## src/rtl/mem_pkg.sv

```systemverilog
// mem_pkg: shared definitions for the memory request router.
//   - access width codes (MEM_B / MEM_H / MEM_W)
//   - 2-bit FSM state encoding used by mem_router
//   - response data rule: errors and writes return zero read data
package mem_pkg;

  typedef enum logic [1:0] {
    MEM_B = 2'd0,
    MEM_H = 2'd1,
    MEM_W = 2'd2
  } mem_width_e;

  localparam logic [1:0] ST_IDLE  = 2'd0;
  localparam logic [1:0] ST_ISSUE = 2'd1;
  localparam logic [1:0] ST_RESP  = 2'd2;

  localparam logic [31:0] RESP_ZERO_DATA = 32'h0;

  // Read data presented with mem_ready; errors and writes never leak slave data.
  function automatic logic [31:0] resp_data(input logic        err,
                                            input logic        is_write,
                                            input logic [31:0] rdata);
    return (err || is_write) ? RESP_ZERO_DATA : rdata;
  endfunction

  // Width code 3 is not a defined access size and is not treated as misaligned.
  function automatic logic misaligned(input logic [1:0] width,
                                      input logic [1:0] addr_lo);
    logic bad;
    case (width)
      MEM_B:   bad = 1'b0;
      MEM_H:   bad = addr_lo[0];
      MEM_W:   bad = (addr_lo != 2'b00);
      default: bad = 1'b0;
    endcase
    return bad;
  endfunction

endpackage

```

## src/rtl/mem_region_decode.sv

```systemverilog
// mem_region_decode: combinational address decoder for mem_router.
// Ports:
//   addr    in  32          byte address to decode
//   hit     out NUM_REGIONS one-hot region hit (lowest index wins on overlap)
//   hit_any out 1           some region contains addr
//   offset  out 32          addr minus base of the winning region (0 on miss)
module mem_region_decode
  import mem_pkg::*;
#(
  parameter int                           NUM_REGIONS = 2,
  parameter logic [NUM_REGIONS*32-1:0]    REGION_BASE = {32'h1000, 32'h0},
  parameter logic [NUM_REGIONS*32-1:0]    REGION_SIZE = {32'h1000, 32'h1000}
) (
  input  logic [31:0]            addr,
  output logic [NUM_REGIONS-1:0] hit,
  output logic                   hit_any,
  output logic [31:0]            offset
);

  logic [32:0]            diff [NUM_REGIONS];
  logic [NUM_REGIONS-1:0] in_range;

  // 33-bit subtraction: bit 32 is the borrow, set when addr < base. Once
  // addr >= base, "addr < base + size" is the same as "addr - base < size",
  // which cannot wrap even for regions ending at the top of the address map.
  for (genvar g = 0; g < NUM_REGIONS; g++) begin : g_rng
    assign diff[g]     = {1'b0, addr} - {1'b0, REGION_BASE[32*g +: 32]};
    assign in_range[g] = !diff[g][32] && (diff[g][31:0] < REGION_SIZE[32*g +: 32]);
  end

  // Scan from the top so the lowest matching index is the last writer.
  always_comb begin
    hit     = '0;
    hit_any = 1'b0;
    offset  = '0;
    for (int i = NUM_REGIONS - 1; i >= 0; i--) begin
      if (in_range[i]) begin
        hit     = '0;
        hit[i]  = 1'b1;
        hit_any = 1'b1;
        offset  = diff[i][31:0];
      end
    end
  end

endmodule

```

## src/rtl/mem_router.sv

```systemverilog
// mem_router: routes CPU memory requests to NUM_REGIONS memory-mapped slaves.
// Ports:
//   clk, rst                 clock, synchronous active-high reset
//   mem_addr/mem_width       request address and width (MEM_B/H/W)
//   mem_read_valid           read request
//   mem_write_valid          write request, mem_write_data carries data
//   mem_read_data            read data, valid while mem_ready=1
//   mem_ready / mem_error    one-cycle response strobe / failure qualifier
//   err_addr                 address of the most recent failed access
//   s_addr/s_write_data/s_width  latched, region-relative request to slaves
//   s_read_valid/s_write_valid   one-hot slave request
//   s_read_data/s_ready          slave read data / completion
//
// state    | meaning
// ---------+----------------------------------------------------------
// ST_IDLE  | waiting for a request; decode and latch it
// ST_ISSUE | slave request driven, waiting for s_ready or timeout
// ST_RESP  | mem_ready asserted for one cycle, then back to IDLE
module mem_router
  import mem_pkg::*;
#(
  parameter int                           NUM_REGIONS = 2,
  parameter logic [NUM_REGIONS*32-1:0]    REGION_BASE = {32'h1000, 32'h0},
  parameter logic [NUM_REGIONS*32-1:0]    REGION_SIZE = {32'h1000, 32'h1000},
  parameter int                           TIMEOUT     = 255
) (
  input  logic                      clk,
  input  logic                      rst,
  input  logic [31:0]               mem_addr,
  input  logic                      mem_read_valid,
  input  logic                      mem_write_valid,
  input  logic [31:0]               mem_write_data,
  input  logic [1:0]                mem_width,
  output logic [31:0]               mem_read_data,
  output logic                      mem_ready,
  output logic                      mem_error,
  output logic [31:0]               err_addr,
  output logic [31:0]               s_addr,
  output logic [31:0]               s_write_data,
  output logic [1:0]                s_width,
  output logic [NUM_REGIONS-1:0]    s_read_valid,
  output logic [NUM_REGIONS-1:0]    s_write_valid,
  input  logic [NUM_REGIONS*32-1:0] s_read_data,
  input  logic [NUM_REGIONS-1:0]    s_ready
);

  // Counter value seen in the last ISSUE cycle before timing out.
  localparam logic [15:0] TIMER_LAST = 16'(TIMEOUT - 1);

  logic [1:0]             state;
  logic [NUM_REGIONS-1:0] sel;
  logic                   is_write;
  logic [31:0]            lat_addr;
  logic [15:0]            timer;

  logic [NUM_REGIONS-1:0] dec_hit;
  logic                   dec_hit_any;
  logic [31:0]            dec_offset;
  logic                   req;
  logic                   req_err;
  logic                   sel_ready;
  logic [31:0]            sel_data;

  mem_region_decode #(
    .NUM_REGIONS (NUM_REGIONS),
    .REGION_BASE (REGION_BASE),
    .REGION_SIZE (REGION_SIZE)
  ) u_decode (
    .addr    (mem_addr),
    .hit     (dec_hit),
    .hit_any (dec_hit_any),
    .offset  (dec_offset)
  );

  assign req     = mem_read_valid || mem_write_valid;
  assign req_err = (mem_read_valid && mem_write_valid) || !dec_hit_any ||
                   misaligned(mem_width, mem_addr[1:0]);

  // Completion from any region other than the latched one is ignored.
  assign sel_ready = |(s_ready & sel);

  always_comb begin
    sel_data = '0;
    for (int i = 0; i < NUM_REGIONS; i++) begin
      if (sel[i]) sel_data = s_read_data[32*i +: 32];
    end
  end

  always_ff @(posedge clk) begin
    if (rst) begin
      state         <= ST_IDLE;
      sel           <= '0;
      is_write      <= 1'b0;
      lat_addr      <= '0;
      timer         <= '0;
      mem_ready     <= 1'b0;
      mem_error     <= 1'b0;
      mem_read_data <= '0;
      err_addr      <= '0;
      s_addr        <= '0;
      s_write_data  <= '0;
      s_width       <= '0;
      s_read_valid  <= '0;
      s_write_valid <= '0;
    end else begin
      mem_ready     <= 1'b0;
      mem_error     <= 1'b0;
      mem_read_data <= RESP_ZERO_DATA;
      case (state)
        ST_IDLE: begin
          if (req) begin
            sel          <= dec_hit;
            is_write     <= mem_write_valid;
            lat_addr     <= mem_addr;
            s_addr       <= dec_offset;
            s_write_data <= mem_write_data;
            s_width      <= mem_width;
            timer        <= '0;
            if (req_err) begin
              // Rejected at decode: respond next cycle, never touch a slave.
              state     <= ST_RESP;
              mem_ready <= 1'b1;
              mem_error <= 1'b1;
              err_addr  <= mem_addr;
            end else begin
              state         <= ST_ISSUE;
              s_read_valid  <= mem_read_valid  ? dec_hit : '0;
              s_write_valid <= mem_write_valid ? dec_hit : '0;
            end
          end
        end
        ST_ISSUE: begin
          // A completion in the final allowed cycle still counts as success.
          if (sel_ready) begin
            state         <= ST_RESP;
            mem_ready     <= 1'b1;
            mem_read_data <= resp_data(1'b0, is_write, sel_data);
            s_read_valid  <= '0;
            s_write_valid <= '0;
            timer         <= '0;
          end else if (timer == TIMER_LAST) begin
            state         <= ST_RESP;
            mem_ready     <= 1'b1;
            mem_error     <= 1'b1;
            err_addr      <= lat_addr;
            s_read_valid  <= '0;
            s_write_valid <= '0;
            timer         <= '0;
          end else begin
            timer <= timer + 16'd1;
          end
        end
        ST_RESP: state <= ST_IDLE;
        default: state <= ST_IDLE;
      endcase
    end
  end

endmodule

```

## config.mk

```make
export PLATFORM = sky130hd
export DESIGN_NAME = mem_router
export DESIGN_NICKNAME = d
export VERILOG_FILES = /design/src/rtl/mem_pkg.sv /design/src/rtl/mem_region_decode.sv /design/src/rtl/mem_router.sv
export SDC_FILE = /design/constraint.sdc
export NUM_CORES = 1
export LEC_CHECK = 0
export BUFFER_PORTS_ARGS = -buffer_cell sky130_fd_sc_hd__buf_2
export CAP_MARGIN = 20
export CORE_AREA = 2 2 122 124
export DETAILED_ROUTE_END_ITERATION = 12
export DIE_AREA = 0 0 124 126
export HOLD_SLACK_MARGIN = 0.02
export PLACE_DENSITY_LB_ADDON = 0.08
export SYNTH_ARGS = -nofsm -noshare
export SYNTH_HDL_FRONTEND = slang
export SYNTH_SLANG_ARGS = --single-unit
export TNS_END_PERCENT = 20
```

## constraint.sdc

```tcl
create_clock -name clk -period 6.85 [get_ports clk]
set_input_delay 0.685 -clock clk [delete_from_list [all_inputs] [get_ports clk]]
set_output_delay 0.685 -clock clk [all_outputs]
set_load 0.05 [all_outputs]
```

==> flow_summary.json <==
{
  "status": "finished clean",
  "maxCapViolations": 0,
  "crit_path_end_kind": "register",
  "diodes": 0,
  "max_freq_mhz": 309,
  "slowest_delay_ps": 720,
  "synth.area.top_cells": "dfxtp_1 50%, nand2_1 7.5%, a21oi_1 4.9%",
  "path_delay_family": "compound AO/OA/AOI/OAI gates",
  "crit_buf_inv": 2,
  "grt_pass1_wl_um": 29700,
  "clock_latency_ps": 430,
  "cellLeakagePower_nw": 4.40,
  "cp.depth": 10,
  "antenna_found_initial": 1,
  "synth_seq_area_share_pct": 49.8,
  "drive_gt1_share_pct": 31.3,
  "cts.sink_count": 189,
  "crit_path_cell_trace": "buf_2 > inv_1 > ha_1 > or3b_1 > o32a_1 > o32a_1 > nor2_1 > nand3_2 > a21boi_1 > a22o_1",
  "ys.flop_type": "dfxtp_1",
  "routed_wl_um": 19100,
  "p_clk_share_pct": 36.6,
  "hold_path_class": "reg -> reg",
  "ys_ff_latch": 189,
  "p_comb_share_pct": 16.2,
  "nNetsFinal": 1233,
  "max-vdd-ir-drop_uv": 194,
  "slew_viol_final": 0,
  "wl_per_cell_um": 14.9,
  "rr_worst_depth": 7,
  "slowest_stage": "a21boi_1",
  "synth-warning-count": 0,
  "avgViaCountPerCell": 5.21,
  "sequentialPowerShare_pct": 47.2,
  "internal_power_mw": 1.76,
  "cp.required_ps": 7220,
  "syn_to_final_growth_pct": 26.2,
  "max_slew.worst_pin.slew_ps": 836,
  "design_power_total_mw": 2.49,
  "yosysTopAreaCellShare_pct": 49.8,
  "hold_path_depth": 2,
  "ctsHoldBuffers": 0,
  "gp_congestion": 0.815,
  "cts_tree": "done",
  "root_buffer": "clkbuf_16",
  "ctsResizeCount": 0,
  "grt_pass1_vias": 5878,
  "synth_edf_count": 0,
  "ff_latch_area_mm2": 0.00378,
  "die_y_um": 126,
  "dr.pass1.iters": 4,
  "timing.final.crit_share_pct": 47.2,
  "worstSetupStartpointType": "primary input",
  "tns_ps": 0,
  "critPathKind": "in -> reg",
  "netlist_area_mm2": 0.00760,
  "rsz0062_at_grt": "false",
  "numCtsBuffers": 17,
  "drtAntennaViolNets": 0,
  "relSlewSlack_pct": 44.1,
  "period_needed_ps": 3230,
  "fin_skew_ps": 10.1,
  "post_cts.repair.setup_buffers": 0,
  "cts_buffer_depth": 2,
  "power.density_mw_per_mm2": 260,
  "path_max_fanout": 12,
  "synth_area_leader_cell": "dfxtp_1",
  "synth_most_common_cell": "dfxtp_1",
  "fp.coreArea_mm2": 0.0143,
  "syn_avg_cell_area_um2": 8.85,
  "setup_viol": 0,
  "hold_viol_final": 0,
  "vias": 6707,
  "cp.arrival_ps": 3600,
  "p_switching_mw": 0.734,
  "start_util_pct": 53.1,
  "first_iter_violations": 372,
  "multi_input_area_mm2": 0.00354,
  "clk_pin_slew_ps": 70,
  "drc_errors": 0,
  "grt_overflow_total": 0,
  "ioPinCount": 272,
  "grt_max_degree": 70,
  "h-tree-depth": 4,
  "rows": 44,
  "fill_cells": 1249,
  "fp.dieArea_mm2": 0.0156,
  "final_core_util_pct": 67.0,
  "switching_share_pct": 29.5,
  "yosysUniqueCellTypes": 56,
  "synth_common_cells": "189 x dfxtp_1, 152 x nand2_1, 75 x a21oi_1",
  "crit_path_frequent_cell": "o32a_1",
  "hpwlAfterDp_um": 13100,
  "groute.usage.overall_pct": 23.9,
  "syn_nets": 1001,
  "io_buffers": 271,
  "fp.dieW_um": 124,
  "syn-instance-count": 859,
  "ys_async_sr_fraction_pct": 0
}
[path summary, 6_finish.rpt]
check                                 startpoint          endpoint  slack [ps]
worst max-delay path                mem_addr[13]         s_addr[9]        3620
worst min-delay path            s_write_data[20]  s_write_data[20]         450
worst max register to register          state[1]       err_addr[3]        4230
worst min register to register  s_write_data[20]  s_write_data[20]         450
[flip-flops by register name (all words and copies together) (netlist names)]
register / count
mem_ready: 1
s_addr: 32
s_read_valid: 2
mem_error: 1
s_write_data: 32
err_addr: 32
s_width: 2
lat_addr: 32
is_write: 1
mem_read_data: 32
timer: 16
sel: 2
s_write_valid: 2
state: 2
[final cells by class]
class	count	share of cell area, %
timing repair buffer	281	15.2
sequential	189	39.4
tap	184	2.40
inverter	9	0.352
clock buffer	21	4.80
multi-input combinational	593	36.9
clock inverter	11	0.900
[cell usage in the layout, fill, tap and decap left out, types with 32 or more instances in the layout]
cell     synthesis  final
mux2i_1         32     32
a21oi_1         75     75
dfxtp_1        189    189
nand2_1        152    152
buf_2            3    270
nor2_1          67     67
a22oi_1         33     33
nor3_1          36     36
[logic make-up (layout without fill, tap and decap cells)]
kind of cell,Yosys count,in the layout,share of synthesized area [%]
buffers and inverters,77,322,4.25
flip-flops,189,189,49.8
XOR/XNOR,14,14,1.61
multiplexers,33,33,4.36
AO/OA/AOI/OAI,183,183,14.9
adder cells (fa/ha/maj),6,6,0.988
AND/OR/NAND/NOR,357,357,24.1
[stage by stage]
step	setup slack [ps]	cells	hold WS, ps	cell area [um2]
CTS	3610	1287	452	9570
finish	3620	1288	451	9590
global placement	3260	1254	437	9000
detailed placement	3170	1255	439	9020
global route	3390	1288	464	9590
floorplan	3980	859	436	7600
[power groups by stage]
| stage | sequential, mW | combinational (mW) | clock, mW |
|---|---|---|---|
| 4_1_cts | 1.18 | 0.405 | 0.928 |
| 3_5_place_dp | 1.20 | 0.404 | 0 |
| 5_1_grt | 1.18 | 0.436 | 0.972 |
| 2_1_floorplan | 1.33 | 0.157 | 0 |
| 6_report | 1.18 | 0.402 | 0.912 |
| 3_3_place_gp | 1.20 | 0.401 | 0 |
[metal layers]
layer | up-vias | global-route usage [%] | routed length (um)
li1 | 3418 | - | -
met1 | 3070 | 31.9 | 8500
met2 | 186 | 37.4 | 9030
met3 | 33 | 6.20 | 1180
met4 | 0 | 8.59 | 424
met5 | - | 0 | 0
[worst reg2reg max path: cells and delay by family, from the launching register on]
kind	cells	cell delay, ps
buf+inv	2	910
simple gates	2	560
flops	1	360
compound gates	3	660
(Power assumes the default switching activity.)
